==> config.mk <==
export PLATFORM = sky130hd
export DESIGN_NAME = spike_rr_arbiter
export DESIGN_NICKNAME = d
export VERILOG_FILES = /design/src/rtl/spike_arb_pkg.sv /design/src/rtl/spike_evt_fifo.sv /design/src/rtl/spike_rr_arbiter.sv
export SDC_FILE = /design/constraint.sdc
export NUM_CORES = 1
export LEC_CHECK = 0
export ABC_AREA = 1
export CORE_MARGIN = 3
export CORE_UTILIZATION = 30
export CTS_BUF_LIST = sky130_fd_sc_hd__clkbuf_2 sky130_fd_sc_hd__clkbuf_4 sky130_fd_sc_hd__clkbuf_8
export CTS_CLUSTER_DIAMETER = 100
export DETAILED_ROUTE_END_ITERATION = 8
export DONT_BUFFER_PORTS = 1
export PLACE_DENSITY = 0.49
export RECOVER_POWER = 25
export SETUP_SLACK_MARGIN = 0.15
export SLEW_MARGIN = 20
export SYNTH_ARGS = -nofsm -noshare
export SYNTH_HDL_FRONTEND = slang
export SYNTH_SLANG_ARGS = --single-unit
==> constraint.sdc <==
create_clock -name clk -period 7 [get_ports clk]
set_input_delay 0.7 -clock clk [delete_from_list [all_inputs] [get_ports clk]]
set_output_delay 0.7 -clock clk [all_outputs]
set_load 0.01 [all_outputs]
==> src/rtl/spike_arb_pkg.sv <==
// Shared widths and AER event payload for the spike round-robin arbiter.
package spike_arb_pkg;

  localparam int unsigned N_REQ_DEF = 16;
  localparam int unsigned ADDR_W    = 4;
  localparam int unsigned EVT_W     = 8;
  localparam int unsigned TS_W      = 8;
  localparam int unsigned REQ_IDX_W = EVT_W - ADDR_W;
  localparam int unsigned CNT_W     = 5;

  // AER event word: requester index in the upper nibble, local neuron address below
  typedef struct packed {
    logic [REQ_IDX_W-1:0] req_idx;
    logic [ADDR_W-1:0]    addr;
  } aer_evt_t;

endpackage

==> src/rtl/spike_evt_fifo.sv <==
// Synchronous event FIFO with occupancy count; head is presented combinationally
// and reads as zero while empty. Push is refused when full unless a pop happens
// in the same cycle; pop is ignored while empty.
module spike_evt_fifo
  import spike_arb_pkg::*;
#(
  parameter int unsigned DEPTH  = 4,
  parameter int unsigned DATA_W = EVT_W
) (
  input  logic              clk,
  input  logic              resetn,
  input  logic              push,
  input  logic              pop,
  input  logic [DATA_W-1:0] wdata,
  output logic [DATA_W-1:0] rdata,
  output logic              valid,
  output logic [CNT_W-1:0]  count
);

  localparam int unsigned PTR_W = $clog2(DEPTH);

  logic [PTR_W-1:0]  wr_ptr_q, wr_ptr_d;
  logic [PTR_W-1:0]  rd_ptr_q, rd_ptr_d;
  logic [CNT_W-1:0]  count_q, count_d;
  logic [DATA_W-1:0] mem_q [DEPTH];
  logic [DATA_W-1:0] mem_d [DEPTH];
  logic              push_eff;
  logic              pop_eff;

  // Qualify push/pop against occupancy and compute next pointers, count and storage
  always_comb begin
    pop_eff  = pop && (count_q != '0);
    push_eff = push && ((count_q < CNT_W'(DEPTH)) || pop_eff);
    wr_ptr_d = wr_ptr_q + PTR_W'(push_eff);
    rd_ptr_d = rd_ptr_q + PTR_W'(pop_eff);
    count_d  = count_q + CNT_W'(push_eff) - CNT_W'(pop_eff);
    mem_d    = mem_q;
    if (push_eff) begin
      mem_d[wr_ptr_q] = wdata;
    end
  end

  // FIFO state registers; reset empties the buffer
  always_ff @(posedge clk or negedge resetn) begin
    if (!resetn) begin
      wr_ptr_q <= '0;
      rd_ptr_q <= '0;
      count_q  <= '0;
      for (int i = 0; i < int'(DEPTH); i++) begin
        mem_q[i] <= '0;
      end
    end else begin
      wr_ptr_q <= wr_ptr_d;
      rd_ptr_q <= rd_ptr_d;
      count_q  <= count_d;
      mem_q    <= mem_d;
    end
  end

  // Head presentation, zero while empty
  always_comb begin
    valid = (count_q != '0);
    count = count_q;
    rdata = valid ? mem_q[rd_ptr_q] : '0;
  end

endmodule

==> src/rtl/spike_rr_arbiter.sv <==
// Round-robin spike arbiter feeding an AER event FIFO.
// Optional feature: define SPIKE_ARB_TIMESTAMP_EN to add the 8-bit tick counter,
// per-entry timestamp storage and the ev_ts output.
module spike_rr_arbiter
  import spike_arb_pkg::*;
#(
  parameter int unsigned N_REQ      = N_REQ_DEF,
  parameter int unsigned FIFO_DEPTH = 4
) (
  input  logic                  clk,
  input  logic                  resetn,
  input  logic [N_REQ-1:0]      spikes_in,
  input  logic [N_REQ*ADDR_W-1:0] addr_in,
  output logic [N_REQ-1:0]      acks_out,
  output logic                  ev_valid,
  input  logic                  ev_ready,
  output logic [EVT_W-1:0]      ev_addr,
`ifdef SPIKE_ARB_TIMESTAMP_EN
  output logic [TS_W-1:0]       ev_ts,
`endif
  output logic [CNT_W-1:0]      ev_count
);

  localparam int unsigned IDX_W = $clog2(N_REQ);
`ifdef SPIKE_ARB_TIMESTAMP_EN
  localparam int unsigned FIFO_W = EVT_W + TS_W;
`else
  localparam int unsigned FIFO_W = EVT_W;
`endif

  logic [IDX_W-1:0]  rr_ptr_q, rr_ptr_d;
  logic [IDX_W-1:0]  win_idx;
  logic [ADDR_W-1:0] win_addr;
  logic              grant_found;
  logic              pop_c;
  logic              push_ok_c;
  logic              grant_c;
  aer_evt_t          win_evt;
  logic [FIFO_W-1:0] fifo_wdata;
  logic [FIFO_W-1:0] fifo_rdata;
  logic              fifo_valid;
  logic [CNT_W-1:0]  fifo_count;

  // First pending requester at or after rr_ptr, wrapping through N_REQ-1 -> 0
  always_comb begin
    logic [IDX_W-1:0] cand;
    grant_found = 1'b0;
    win_idx     = '0;
    cand        = '0;
    for (int k = 0; k < int'(N_REQ); k++) begin
      cand = rr_ptr_q + IDX_W'(k);
      if (!grant_found && spikes_in[cand]) begin
        grant_found = 1'b1;
        win_idx     = cand;
      end
    end
  end

  // Address slice of the winning requester
  always_comb begin
    win_addr = '0;
    for (int i = 0; i < int'(N_REQ); i++) begin
      if (IDX_W'(i) == win_idx) begin
        win_addr = addr_in[i*ADDR_W +: ADDR_W];
      end
    end
  end

  // Grant only when the FIFO can take the event this edge; ack is same-cycle
  always_comb begin
    pop_c         = fifo_valid && ev_ready;
    push_ok_c     = (fifo_count < CNT_W'(FIFO_DEPTH)) || pop_c;
    grant_c       = resetn && push_ok_c && grant_found;
    acks_out      = grant_c ? (N_REQ'(1) << win_idx) : '0;
    rr_ptr_d      = grant_c ? (win_idx + IDX_W'(1)) : rr_ptr_q;
    win_evt.req_idx = REQ_IDX_W'(win_idx);
    win_evt.addr    = win_addr;
  end

  // Round-robin pointer register
  always_ff @(posedge clk or negedge resetn) begin
    if (!resetn) begin
      rr_ptr_q <= '0;
    end else begin
      rr_ptr_q <= rr_ptr_d;
    end
  end

`ifdef SPIKE_ARB_TIMESTAMP_EN
  logic [TS_W-1:0] tick_q, tick_d;

  // Free-running tick counter, wraps naturally at 255 -> 0
  always_comb begin
    tick_d = tick_q + TS_W'(1);
  end

  // Tick counter register
  always_ff @(posedge clk or negedge resetn) begin
    if (!resetn) begin
      tick_q <= '0;
    end else begin
      tick_q <= tick_d;
    end
  end

  // Timestamp rides above the AER word in each entry
  always_comb begin
    fifo_wdata = {tick_q, win_evt};
    ev_ts      = fifo_rdata[FIFO_W-1:EVT_W];
  end
`else
  // AER word is the whole entry
  always_comb begin
    fifo_wdata = win_evt;
  end
`endif

  spike_evt_fifo #(
    .DEPTH  (FIFO_DEPTH),
    .DATA_W (FIFO_W)
  ) u_fifo (
    .clk    (clk),
    .resetn (resetn),
    .push   (grant_c),
    .pop    (pop_c),
    .wdata  (fifo_wdata),
    .rdata  (fifo_rdata),
    .valid  (fifo_valid),
    .count  (fifo_count)
  );

  // Event-side outputs straight from the FIFO head
  always_comb begin
    ev_valid = fifo_valid;
    ev_count = fifo_count;
    ev_addr  = fifo_rdata[EVT_W-1:0];
  end

endmodule

[Word-level counts from Yosys, hierarchy flattened]
Cells that the tools add are included.
Word-level totals
  output and inout port bits: 30
  word-level logic and storage cells: 194
  flip-flop bits (word level): 45
  input bits: 83
Cells by class
  bitwise gates (word level): 2
  shifts and indexed selects: 1
  equality and inequality tests: 15
  $lt $le $gt $ge: 20
  muxes and demuxes: 88
  add/sub/neg operators: 20
  reductions and logical operators: 40
Operator list (count)
  2-to-1 mux 4 bit: 32
  less-than comparator 4 x 5 -> 1 bit (second input constant): 16
  binary-select mux 1 bit (select 4 bit): 16
  adder 4 bit (second input constant): 8
  bitwise mux 32 bit: 1
  equality test 4 bit (first input constant): 8
  2-to-1 mux 1 bit: 32
  2-to-1 mux 8 bit: 4
  logical AND 1 bit: 21
  adder 4 x 3 -> 4 bit (second input constant): 4
  binary-select mux 8 bit (select 2 bit): 1
  demux 8 bit (select 2 bit): 1
  equality test 3 x 4 -> 1 bit (first input constant): 4
  2-to-1 mux 16 bit: 1
  << shifter 1 x 4 -> 16 bit (first input constant): 1
  zero test 1 bit: 15
  adder 4 x 1 -> 4 bit (second input constant): 2
  adder 4 x 2 -> 4 bit (second input constant): 2
  equality test 2 x 4 -> 1 bit (first input constant): 2
  >= comparator 3 bit (second input constant): 2
  NOT 2 -> 3 bit: 2
  adder 5 x 1 -> 5 bit: 1
  less-than comparator 5 x 3 -> 1 bit (second input constant): 1
  nonzero test 5 bit: 1
  6 further kinds: 8

[Depth between registers and ports, before layout]
  depth in word-level cells: 66
  depth in mapped cells: 45
  gate-level depth less buffers: 44

[Cells and area by module]
A second synthesis with hierarchy kept.
Unflattened totals
  cells, all modules: 874
  area, all modules: 5220.0 um^2
Modules (own cells, without submodules)
  spike_rr_arbiter: sequential area each 100.1 um^2, area each 2999.1 um^2, cells an instance 615, instances 1
  spike_evt_fifo: sequential area each 1026.0 um^2, area each 2220.9 um^2, cells an instance 259, instances 1

[Worst setup path before layout]
OpenSTA, ideal clock, no wires.
  kind: register -> output
  from: register rr_ptr_q[1]
  to: output port acks_out[13]
  arrival time: 4.166 ns
  path buffers: 2
  stages on the path, launching flop included: 25
  setup slack: 2.134 ns
  required time: 6.300 ns
  cell sequence: dfrtp_1 > inv_1 > buf_2 > ha_1 > inv_1 > buf_2 > nand3_1 > nand3_1 > nand3_1 > nand2_2 > nand4_2 > nor2_4 > nand4_2 > nor2_2 > nand4_1 > nor2_2 > nand2_1 > nor2_1 > nand2_1 > o21ai_0 > ha_1 > inv_1 > nor2_1 > inv_2 > nor2_1
Between the ends
  word-level cells in the longest chain between the ends: 50
  elaborated cells on any way between the ends: 112
  classes of those cells: add/sub (15); shift (1); mux (65); reduce/logical (31)
Ends and longest elaborated chain
  from (decl): line spike_rr_arbiter.sv:31  | logic [IDX_W-1:0] rr_ptr_q, rr_ptr_d;
  from (signal assigned): line spike_rr_arbiter.sv:85  | rr_ptr_q <= rr_ptr_d;
  parallel branches: the longest is 49 deep, another holds adder 4 x 1 -> 4 bit
  2-to-1 mux 16 bit (*): line spike_rr_arbiter.sv:74  | acks_out = grant_c ? (N_REQ'(1) << win_idx) : '0;
  to (decl): line spike_rr_arbiter.sv:14  | output logic [N_REQ-1:0] acks_out,
Mark *: on every way between the ends. The select of a mux whose other input is x is not followed.

[Worst setup path in the final report]
  from: register rr_ptr_q[0]
  to: output port acks_out[13]
Same word-level chain as after synthesis.

==> metrics.txt <==
final hold violation count 0; Critical Path Sink Type output port; Util after Layout 32.8%; Max Clock Skew 15.6 ps; WL final 15.6 mm; sequential share of the synthesized area 22.9%; Clock Latency Late Sink 300 ps; Period Utilization, post-route 88.2%; Post-route DRC 0; Worst Max-Slew Pin Slew 840 ps; number of synthesized flops with an enable pin 0; clk buf depth 2; layout cells sized above 1 8.00%; share of Yosys cell area claimed by the top area cell type 22.9%; Critical Path RT 6300 ps; area delta synth->final 6.26%; Mean Syn Cell Area 6.08 um2; DP Wirelength 12.3 mm; CTS clk-pin slew, worst paths 90 ps; # setup viols final 0; TritonCTS clock tree yes; Fill cells 1830; vias in the first global route 4770; WL per Instance 15.3 um; CP Class flop to output port; total CTS buffers 5; post-synthesis cell count 808; Hold Path Class primary input to async pin; final std cells w/o fill 1016; largest net degree at the start of global routing 47; clock sink count 45; die height 134 um; Cell Area, Placed 0.00512 mm2; top_reg_cell synth dfrtp_1; grt ovf 0; die area 0.0180 mm2; Setup Buffers After CTS 0; first-pass GRT wire length 25.2 mm; drt pass-1 iters 6; # nets final 906; Yosys top cell by area dfrtp_1; GP Congestion 0.871; DR vias/cell 5.02; RSZ-0062 raised after global routing no; sum of negative setup slack 0 ps; most common cell in the netlist nand2_1; Initial DRC Count 327; number of primary I/O pins 113; Synth Warn # 0; Rel. slew slack 43.9%; design area 0.00522 mm2; Clock H-tree levels 2; fraction of registers with async set/reset 100%; Cell variety after synth 43; most area-consuming cells after synthesis dfrtp_1, nand2_1, nand3_1; initial antenna violation count 0; Post-DRT Antenna Nets 0; status completed; Max Cap Viol 0; Via Count 5097; n_diodes 0; row cnt 46; largest fanout on the critical path 19; clk root buf clkbuf_8; Final Max Slew Viols 0; WP data arrival 5470 ps; synthesized cell area 0.00492 mm2; port bufs 0; Tmin final 6170 ps; die width 134 um; core box area 0.0159 mm2; starting density of the core 30.8%; global-route usage over all layers 17.0%; synth cell count leaders nand2_1, nand3_1, nor2_1; Syn Nets 914; CP Launch Type flop; synthesis-stage register bit count 45; Cells after DPL 1009; FMAX 0.162 GHz
stage by stage:
step	hold WS [ps]	setup slack [ps]
after global placement	407	987
after CTS	74.4	690
final	89.4	827
after floorplan	404	2130
after global routing	57.6	257
after detailed placement	407	836
layout make-up:
type	count	area, um2	area share, %
inverters	92	350	6.71
clock inverters	2	35.0	0.671
multi-input cells	651	3340	63.9
flip-flops and latches	45	1130	21.6
clock buffers	5	68.8	1.32
well taps	216	270	5.17
repair buffers	5	37.5	0.719
logic make-up after synthesis:
family                     share of synthesized area (%)
DFF                                                 22.9
buffers and inverters                               9.24
adders and majority gates                           6.01
and+or+nand+nor                                     48.3
AOI/OAI and AO/OA                                   10.2
xor gates and xnor gates                            3.33
critical path, stage by stage (launching register included):
cell and delay, ps:
dfrtp_1 410, inv_2 260, ha_1 430, inv_1 400, nand3_1 180, nand3_1 130, nand2_1 80, nand2_1 100
nand2_2 90, nor2_4 140, nand4_2 150, nor2_4 170, nand4_4 130, nor2_4 150, nand2_1 120, o22ai_1 190
o211ai_1 110, a21oi_1 130, o211ai_1 90, o21ai_1 340, ha_1 410, inv_1 240, nor2_1 390, inv_2 110
nor2_1 210
layout by cell type (no fill, tap or decap), types with 9 or more instances in the layout:
cell,instances
nand2_1,248
nand3_1,109
nor2_1,88
inv_1,77
dfrtp_1,45
o21ai_0,41
a21oi_1,36
ha_1,22
nor3_1,17
nand4_1,15
inv_2,12
xor2_1,11
nor2_4,10
nor2_2,9
registers in the layout, indices dropped and copies added, names as in the netlist:
signal           cells
rr_ptr_q             4
u_fifo.wr_ptr_q      2
u_fifo.count         5
u_fifo.rd_ptr_q      2
u_fifo.mem_q        32
what timing repair did:
item	4_1_cts	5_1_grt
setup endpoints to repair	0	16
hold buffers	0	0
resized for setup	0	1
worst paths after layout:
kind	startpoint	cells past startpoint	slack (ps)	to
max	rr_ptr_q[0]$_DFFE_PN0P_	24	830	acks_out[13]
max reg2reg	rr_ptr_q[0]$_DFFE_PN0P_	41	940	u_fifo.mem_q[17]$_DFFE_PN0P_
min	resetn	0	90	u_fifo.mem_q[4]$_DFFE_PN0P_
max in group asynchronous	resetn	0	6800	u_fifo.mem_q[25]$_DFFE_PN0P_
min in group clk	u_fifo.mem_q[17]$_DFFE_PN0P_	2	480	u_fifo.mem_q[17]$_DFFE_PN0P_
min reg2reg	u_fifo.mem_q[17]$_DFFE_PN0P_	2	480	u_fifo.mem_q[17]$_DFFE_PN0P_
layer usage:
metal | part of all wire, % | track usage [%] | up-vias
met5 | 0 | 0 | -
met4 | 1.3 | 3.17 | 0
met3 | 7.1 | 3.19 | 16
met2 | 45 | 27.5 | 199
met1 | 47 | 24.1 | 2274
li1 | - | - | 2608
Power is left out: the tool's default activity adds up to more than one toggle a clock period on the data nets, which glitch-free logic cannot reach.
